--- src/rtl/riscv_pkg.sv ---
// Shared RV64 pipeline definitions: base opcodes, the canonical NOP and the
// decode-stage occupancy states.
package riscv_pkg;

  localparam logic [6:0] OPC_LOAD   = 7'b0000011;
  localparam logic [6:0] OPC_OPIMM  = 7'b0010011;
  localparam logic [6:0] OPC_AUIPC  = 7'b0010111;
  localparam logic [6:0] OPC_STORE  = 7'b0100011;
  localparam logic [6:0] OPC_OP     = 7'b0110011;
  localparam logic [6:0] OPC_LUI    = 7'b0110111;
  localparam logic [6:0] OPC_BRANCH = 7'b1100011;
  localparam logic [6:0] OPC_JALR   = 7'b1100111;
  localparam logic [6:0] OPC_JAL    = 7'b1101111;

  // addi x0,x0,0
  localparam logic [31:0] NOP_INST = 32'h00000013;

  // EMPTY: nothing held; FULL: held and offered to EX; HOLD: held, load-use blocked
  typedef enum logic [1:0] {
    EMPTY,
    FULL,
    HOLD
  } id_state_e;

endpackage

--- src/rtl/id_src_use.sv ---
// Source-register usage decode, shared with the forwarding unit.
//   opcode_i   [6:0]  instruction opcode field
//   use_rs1_o         instruction reads rs1
//   use_rs2_o         instruction reads rs2
// U/J-type and unrecognised opcodes read no sources.
module id_src_use
  import riscv_pkg::*;
(
  input  logic [6:0] opcode_i,
  output logic       use_rs1_o,
  output logic       use_rs2_o
);

  always_comb begin
    use_rs1_o = 1'b0;
    use_rs2_o = 1'b0;
    case (opcode_i)
      OPC_OP, OPC_BRANCH, OPC_STORE: begin
        use_rs1_o = 1'b1;
        use_rs2_o = 1'b1;
      end
      OPC_LOAD, OPC_JALR, OPC_OPIMM: begin
        use_rs1_o = 1'b1;
      end
      default: ;
    endcase
  end

endmodule

--- src/rtl/id_stage_ctrl.sv ---
// Decode-stage sequencer: owns the IF/ID instruction register, handles
// fetch/execute handshakes, load-use bubbles, redirect flushes, and keeps a
// saturating count of stall cycles.
//   clk, rst      clock; synchronous active-high reset
//   if_valid/if_inst/if_pc/if_ready   fetch offer and acceptance
//   ex_ready      execute accepts an issue
//   ex_valid/ex_is_load/ex_rd         instruction currently in EX
//   ex_redirect   flush younger work
//   id_valid/id_inst/id_pc            issue to execute (id_inst feeds imm_gen)
//   id_stall      load-use hazard held ID this cycle
//   stall_cnt     saturating stall-cycle counter (not cleared by flush)
module id_stage_ctrl
  import riscv_pkg::*;
#(
  parameter int unsigned PC_W        = 64,
  parameter int unsigned STALL_CNT_W = 32,
  parameter logic [31:0] NOP_INST    = riscv_pkg::NOP_INST
) (
  input  logic                   clk,
  input  logic                   rst,
  input  logic                   if_valid,
  input  logic [31:0]            if_inst,
  input  logic [PC_W-1:0]        if_pc,
  output logic                   if_ready,
  input  logic                   ex_ready,
  input  logic                   ex_valid,
  input  logic                   ex_is_load,
  input  logic [4:0]             ex_rd,
  input  logic                   ex_redirect,
  output logic                   id_valid,
  output logic [31:0]            id_inst,
  output logic [PC_W-1:0]        id_pc,
  output logic                   id_stall,
  output logic [STALL_CNT_W-1:0] stall_cnt
);

  id_state_e              state_q, state_d;
  logic [31:0]            inst_q, inst_d;
  logic [PC_W-1:0]        pc_q, pc_d;
  logic [STALL_CNT_W-1:0] cnt_q, cnt_d;

  logic use_rs1, use_rs2;
  logic held, hazard, fire;

  id_src_use u_src_use (
    .opcode_i  (inst_q[6:0]),
    .use_rs1_o (use_rs1),
    .use_rs2_o (use_rs2)
  );

  always_comb begin
    held   = (state_q != EMPTY);
    hazard = held && ex_valid && ex_is_load && (ex_rd != 5'd0) &&
             ((use_rs1 && (inst_q[19:15] == ex_rd)) ||
              (use_rs2 && (inst_q[24:20] == ex_rd)));

    id_valid = held && !hazard && !ex_redirect;
    id_stall = hazard && !ex_redirect;
    fire     = id_valid && ex_ready;
    // Refill in the same cycle the held instruction leaves, so streaming has no bubbles
    if_ready = !ex_redirect && (!held || fire);

    state_d = state_q;
    inst_d  = inst_q;
    pc_d    = pc_q;

    if (ex_redirect) begin
      state_d = EMPTY;
      inst_d  = NOP_INST;
    end else if (if_valid && if_ready) begin
      state_d = FULL;
      inst_d  = if_inst;
      pc_d    = if_pc;
    end else if (fire) begin
      state_d = EMPTY;
      inst_d  = NOP_INST;
    end else if (hazard) begin
      state_d = HOLD;
    end else if (state_q == HOLD) begin
      state_d = FULL;
    end

    cnt_d = cnt_q;
    if (id_stall && (cnt_q != '1)) begin
      cnt_d = cnt_q + STALL_CNT_W'(1);
    end
  end

  always_ff @(posedge clk) begin
    if (rst) begin
      state_q <= EMPTY;
      inst_q  <= NOP_INST;
      pc_q    <= '0;
      cnt_q   <= '0;
    end else begin
      state_q <= state_d;
      inst_q  <= inst_d;
      pc_q    <= pc_d;
      cnt_q   <= cnt_d;
    end
  end

  assign id_inst   = inst_q;
  assign id_pc     = pc_q;
  assign stall_cnt = cnt_q;

endmodule
--- config.mk ---
export PLATFORM = sky130hd
export DESIGN_NAME = id_stage_ctrl
export DESIGN_NICKNAME = d
export VERILOG_FILES = /design/src/rtl/riscv_pkg.sv /design/src/rtl/id_src_use.sv /design/src/rtl/id_stage_ctrl.sv
export SDC_FILE = /design/constraint.sdc
export NUM_CORES = 1
export LEC_CHECK = 0
export BUFFER_PORTS_ARGS = -buffer_cell sky130_fd_sc_hd__buf_2
export CAP_MARGIN = 10
export CELL_PAD_IN_SITES_DETAIL_PLACEMENT = 0
export CELL_PAD_IN_SITES_GLOBAL_PLACEMENT = 1
export CORE_ASPECT_RATIO = 0.9
export CORE_MARGIN = 5
export CORE_UTILIZATION = 35
export CTS_BUF_LIST = sky130_fd_sc_hd__clkbuf_2
export DETAILED_ROUTE_END_ITERATION = 8
export PLACE_DENSITY_LB_ADDON = 0.1
export SLEW_MARGIN = 20
export SYNTH_ARGS = -nofsm -noshare
export SYNTH_HDL_FRONTEND = slang
export SYNTH_SLANG_ARGS = --single-unit
--- constraint.sdc ---
create_clock -name clk -period 3.2 [get_ports clk]
set_clock_uncertainty 0.15 [all_clocks]
set_input_delay 0.32 -clock clk [delete_from_list [all_inputs] [get_ports clk]]
set_output_delay 0.32 -clock clk [all_outputs]
set_load 0.005 [all_outputs]
==> out/metrics.cfg, run 1 <==
[status]
status = completed

[global_routing]
grt_start_max_net_pins = 56
grt_pass1_vias = 5301
antenna_found_initial = 0
grt_use_total_pct = 18.23
grt_overflow = 0
grt_pass1_wl_um = 26350

[clock_network]
clock_latency_ns = 0.65
cts.sink_count = 130
clk_path_buf_depth = 2
htree_levels = 4
clk_transition_reported_paths_ns = 0.16
numCtsBuffers = 17
clockRootBuffer = clkbuf_2
cts_tree = done

[worst_setup_path]
cp.depth = 7
startpoint = state_q[0]
cp_slowest_cell = a2111o_1
arrival_ns = 2.44
rr_worst_depth = 8
worstSetupEndpoint = if_ready
crit_buf_inv = 1
r2r_end = id_pc[36]
r2r-start = state_q[0]
cp-start-kind = flop
rrSetupSlack_ns = 0.35
worstPathRequired_ns = 2.73
endpoint_kind = primary output
worstPathCellList = nor2_1 > a2111o_1 > nor3_4 > nand2_1 > a21oi_1 > nor2_1 > buf_2
cp_top_family = compound AO/OA/AOI/OAI gates
cpMostUsedCell = nor2_1
path_max_fanout = 6
critPathKind = flop to primary output
cp_slowest_stage_delay_ns = 0.48

[synth]
synthArstFlopShare_pct = 0
syn_avg_cell_area_um2 = 10.03
syn_area_um2 = 5174
syn_inst = 516
yosysMostFrequentCell = dfxtp_1
syn-num-nets = 625
synthFlopType = dfxtp_1
ys_ff_latch = 130
synth_top_area_share_pct = 50.30
ys_seq_area_share_pct = 50.30
synth_edf_count = 0
synth.area.top_cells = dfxtp_1 (50%), mux2i_1 (13%), nor2_1 (5.7%), a22o_1 (4.9%), a21oi_1 (3.0%)
yosys_warnings = 0
synth_top_cell_by_area = dfxtp_1
ys_types = 48
synth_common_cells = dfxtp_1 (130), nor2_1 (79), mux2i_1 (66)

[pwr]
ir_worst_vdd_mv = 0.2358
p_leak_nw = 3.747
power.density_nw_per_um2 = 381.6

[placed_design]
hpwl_um = 10330
place.gp.congestion = 0.7784
placed_area_um2 = 6546
portBuffers = 238

[floorplanning]
die_area_um2 = 17320
top_level_ports = 239
die_h_um = 125.3
rows = 42
core_um2 = 14610
start_util_pct = 35.41
dieWidth_um = 138.2

[routing]
drc = 0
drt_iter0_drc = 157
drtPass1Iterations = 4
vias = 5198
viasPerCell = 4.717
routed_wl_um = 15550
ant_nets = 0
wire_per_inst_um = 14.11

[cells_and_area]
n_antenna_cell = 0
synthToLayoutAreaGrowth_pct = 58.60
nNetsFinal = 1001
postLayoutCellArea_um2 = 8205
fill_cells = 1357
layout-drive-gt1-share_pct = 31.75

[sta]
worst-slew-pin-transition_ns = 0.6317
hold_violations = 0
fin_crit_sh_pct = 90.86
setup_tns_ns = 0
drv_slew = 0
fmax_ghz = 0.3439
finalSetupViolations = 0
relSlewSlack_pct = 57.44
rsz0062_at_grt = false
layout_min_cycle_time_ns = 2.907

[min_path]
hp-class = primary input to flop

[run]
maxCapViolations = 0

[worst min path at each step]
stage / from / endpoint / slack, ns / cells after the start
after global routing: if_inst[31] / id_inst[31] / 0.10 / 3
after floorplan: state_q[0] / state_q[1] / 0.29 / 2
after CTS: ex_is_load / state_q[1] / 0.09 / 5
after detailed placement: id_inst[7] / id_inst[7] / 0.31 / 1
after global placement: state_q[0] / state_q[1] / 0.31 / 2
final: ex_is_load / state_q[1] / 0.20 / 5
[state kept, by name, summed over array words and instances, names as in the netlist]
register   cells
id_pc         64
id_inst       32
state_q        2
stall_cnt     32
[layer usage]
| metal | vias to the layer above | routed length, um | global-route usage [%] |
|---|---|---|---|
| li1 | 2606 | - | - |
| met1 | 2395 | 6962 | 22.92 |
| met2 | 178 | 7241 | 29.39 |
| met3 | 19 | 1094 | 6.529 |
| met4 | 0 | 248 | 5.752 |
| met5 | - | 0 | 0 |
[report_power, final]
group          internal (mW)  leakage, nW  switching [mW]
clock network          0.420        0.138           0.571
registers               1.67         1.06          0.0291
logic                  0.263         2.55           0.173
[final cells by class]
class	count	area (um2)	area share (%)
clock inverter	13	143.9	1.754
tap	198	247.7	3.019
timing repair buffer	387	2690	32.78
clock buffer	18	90.09	1.098
inverter	9	33.78	0.4117
multi-input combinational	347	2397	29.22
sequential	130	2603	31.72
[worst reg2reg max path: cells and delay by family, from the launching register on]
family | cells | cell delay, ns
mux | 1 | 0.29
compound gates | 2 | 0.59
simple gates | 3 | 0.50
buf+inv | 2 | 0.92
flops | 1 | 0.34
[cell usage in the layout, fill, tap and decap left out, types with 9 or more instances in the layout]
cell	synthesis	layout
buf_2	4	237
dlygate4sd3_1	0	141
dfxtp_1	130	130
nor2_1	79	79
mux2i_1	66	66
a21oi_1	31	31
a22o_1	29	29
o21ai_0	22	22
or3_1	21	21
clkbuf_2	1	18
nand2_1	16	16
nand3_1	12	12
nand4_1	11	11
xnor2_1	10	10
inv_1	9	9
[repair_timing]
| item | CTS | global route |
|---|---|---|
| setup endpoints to repair | 1 | 1 |
| gates resized for setup | 1 | 1 |
| endpoints found under the hold margin | 108 | 0 |
| hold buffers | 141 | 0 |
| buffers inserted | 0 | 0 |
| pin swaps | 0 | 1 |
[per-stage QoR]
stage	setup WS (ns)	hold WS [ns]	instances	power, mW	util [%]
CTS	0.09920	0.09426	1102	3.185	56.12
global placement	0.5430	0.3072	930	2.036	44.81
global route	0.02876	0.1020	1102	3.325	56.17
detailed placement	0.4555	0.3102	930	2.043	44.81
finish	0.2925	0.2038	1102	3.131	56.17
floorplan	0.9111	0.2938	516	1.892	-
[logic make-up after synthesis]
logic type	Yosys count	share of synthesized area [%]
buffers and inverters	39	4.184
AOI/OAI and AO/OA	102	13.86
DFF	130	50.30
muxes	67	12.99
adders and majority gates	1	0.2418
xor gates and xnor gates	12	2.031
and+or+nand+nor	165	16.40
(Power assumes the default switching activity.)
==> run 2: changes to the inputs <==
--- a/config.mk
+++ b/config.mk
@@ -5,6 +5,7 @@
 export SDC_FILE = /design/constraint.sdc
 export NUM_CORES = 1
 export LEC_CHECK = 0
+export ABC_AREA = 1
 export BUFFER_PORTS_ARGS = -buffer_cell sky130_fd_sc_hd__buf_2
 export CAP_MARGIN = 10
 export CELL_PAD_IN_SITES_DETAIL_PLACEMENT = 0
==> out/metrics.cfg, run 2 <==
[status]
status = completed

[worst_setup_path]
r2r-start = state_q[0]
critPathKind = flop to primary output
arrival_ns = 2.48  ; +0.04 ns
r2r_end = id_inst[11]
worstPathRequired_ns = 2.73  ; about the same
rr_worst_depth = 7  ; -1
cp-start-kind = flop
worstPathCellList = or2_1 > or2_2 > nand2_4 > buf_2
cp_top_family = simple AND/OR/NAND/NOR gates
startpoint = state_q[0]
endpoint_kind = primary output
path_max_fanout = 33  ; +27
cp.depth = 4  ; -3
cp_slowest_stage_delay_ns = 0.59  ; +0.11 ns
rrSetupSlack_ns = 0.35  ; about the same
crit_buf_inv = 1  ; unchanged
cp_slowest_cell = or2_2

[cells_and_area]
layout_common_cells = buf_2 (237), nand2_1 (200), dfxtp_1 (130)
synthToLayoutAreaGrowth_pct = 43.44
fill_cells = 1880  ; +39%
postLayoutCellArea_um2 = 9250  ; +13%
nNetsFinal = 1377  ; +38%
seq_area_um2 = 2603  ; unchanged
largest_reg_flops = 64  ; unchanged
layout-drive-gt1-share_pct = 23.42  ; -8.3 points
multi_input_area_um2 = 3128  ; +30%
final_common_cell = buf_2

[floorplanning]
core_um2 = 18230  ; +25%
start_util_pct = 35.37  ; -0.040 points
die_h_um = 138.8  ; +11%
dieWidth_um = 153.1  ; +11%
top_level_ports = 239  ; unchanged
rows = 47  ; +12%
die_area_um2 = 21240  ; +23%

[pwr]
ir_worst_vdd_mv = 0.2589  ; +9.8%
power.density_nw_per_um2 = 390.1  ; +2.2%
fin_total_pwr_mw = 3.608  ; +15%
p_leak_nw = 4.414  ; +18%

[clock_network]
clk_transition_reported_paths_ns = 0.20  ; +0.04 ns
cts_tree = done
clock_latency_ns = 0.67  ; +0.02 ns
clockRootBuffer = clkbuf_2
clk_path_buf_depth = 2  ; unchanged
numCtsBuffers = 17  ; unchanged
cts.sink_count = 130  ; unchanged
htree_levels = 4  ; unchanged

[min_path]
min_to = id_inst[8]
min_from = if_valid
hp-class = primary input to flop
min_delay_path_depth = 4  ; -1

[synth]
ys_ff_latch = 130  ; unchanged
yosysMostFrequentCell = nand2_1
syn-num-nets = 1059  ; +69%
ys_seq_area_share_pct = 40.36  ; -9.9 points
synthFlopType = dfxtp_1
synth_common_cells = nand2_1 (200), dfxtp_1 (130), a21oi_1 (120)
synth_edf_count = 0  ; unchanged
synth_top_cell_by_area = dfxtp_1
yosys_warnings = 0  ; unchanged
synth.area.top_cells = dfxtp_1 (40%), nand2_1 (12%), a21oi_1 (9.3%), nand3_1 (7.8%), nor2_1 (6.1%)
syn_avg_cell_area_um2 = 6.788  ; -32%
synth_top_area_share_pct = 40.36  ; -9.9 points
synthArstFlopShare_pct = 0  ; unchanged
syn_area_um2 = 6449  ; +25%
ys_types = 35  ; -27%
syn_inst = 950  ; +84%

[routing]
ant_nets = 0  ; unchanged
drtPass1Iterations = 4  ; unchanged
routed_wl_um = 21800  ; +40%
wire_per_inst_um = 14.27  ; +1.2%
vias = 7097  ; +37%
drc = 0  ; unchanged
drt_iter0_drc = 334  ; +110%
viasPerCell = 4.648  ; -1.5%

[sta]
layout_setup_ws_ns = 0.2519  ; -0.04063 ns
fin_crit_sh_pct = 92.13  ; +1.3 points
fmax_ghz = 0.3392  ; -1.4%
whs_ns = 0.07919  ; -0.1246 ns
layout_min_cycle_time_ns = 2.948  ; +0.04063 ns
setup_tns_ns = 0  ; unchanged
rsz0062_at_grt = false
drv_slew = 0  ; unchanged
hold_violations = 0  ; unchanged
finalSetupViolations = 0  ; unchanged
relSlewSlack_pct = 51.57  ; -5.9 points
worst-slew-pin-transition_ns = 0.7264  ; +0.09467 ns

[global_routing]
grt_overflow = 0  ; unchanged
grt_use_total_pct = 19.92  ; +1.7 points
grt_start_max_net_pins = 159  ; +180%
grt_pass1_wl_um = 35450  ; +35%
grt_pass1_vias = 6830  ; +29%
antenna_found_initial = 1  ; +1

[placed_design]
hpwl_um = 14620  ; +42%
portBuffers = 238  ; unchanged
placed_area_um2 = 7784  ; +19%
pre_cts_slack_ns = 0.6664  ; +0.2109 ns
place.gp.congestion = 0.8013  ; +2.9%

[run]
maxCapViolations = 0  ; unchanged

-- run 2: cell count changes in the layout (fill, tap and decap cells not counted), moves of 25 or more --
cell,change
a21oi_1,+89
a22o_1,-29
dlygate4sd3_1,-27
inv_1,+93
mux2i_1,-66
nand2_1,+184
nand3_1,+88
nor2_1,+25
o211ai_1,+27
-- run 2: what timing repair did --
| item | 4_1_cts | 5_1_grt |
|---|---|---|
| setup buffers | 0 | 0 |
| hold endpoints to repair | 129 | 0 |
| hold buffers | 114 | 0 |
| resized for setup | 0 | 0 |
-- run 2: stage by stage --
step / utilization (%) / std cells
finish: 50.74 / 1527
detailed placement: 42.70 / 1380
CTS: 50.73 / 1526
global placement: 42.70 / 1380
floorplan: - / 950
global route: 50.74 / 1527
-- run 2: worst max path at each step --
stage	to	slack, ns
after CTS	if_ready	0.20
after floorplan	stall_cnt[29]	1.20
after global routing	if_ready	0.05
final	if_ready	0.25
after global placement	stall_cnt[16]	0.63
after detailed placement	stall_cnt[16]	0.67
-- run 2: cells by family (layout without fill, tap and decap cells) --
logic type / count (synthesis) / in the layout / share of synthesized area (%)
adder cells (fa/ha/maj): 1 / 1 / 0.1940
XOR/XNOR: 25 / 25 / 3.395
other: 0 / 1 / 0
AND/OR/NAND/NOR: 454 / 454 / 30.71
AO/OA/AOI/OAI: 164 / 164 / 14.20
buffers and inverters: 176 / 507 / 11.14
flip-flops: 130 / 130 / 40.36
-- run 2: final cells by class --
type / count / area share (%)
multi-input cells: 644 / 33.82
inverters: 112 / 4.545
flip-flops and latches: 130 / 28.13
diodes: 1 / 0.02705
clock buffers: 17 / 0.9198
clock inverters: 15 / 2.570
well taps: 245 / 3.314
repair buffers: 363 / 26.67
-- run 2: where the power goes --
group | internal [mW] | switching, mW
clock | 0.665 | 0.656
sequential | 1.69 | 0.0355
combinational | 0.276 | 0.289
total | 2.63 | 0.980
-- run 2: worst register-to-register path: cells and delay by family (launching register included) --
kind,cells,cell delay (ns)
AOI/OAI and AO/OA,1,0.15
buffers and inverters,2,0.77
DFF,1,0.35
and+or+nand+nor,4,1.40
-- run 2: layer usage --
metal | share of wire [%] | vias up | GRT usage, %
li1 | - | 3718 | -
met1 | 47 | 3154 | 26.78
met2 | 45 | 206 | 31.41
met3 | 7.1 | 19 | 6.739
met4 | 1.2 | 0 | 3.891
met5 | 0 | - | 0
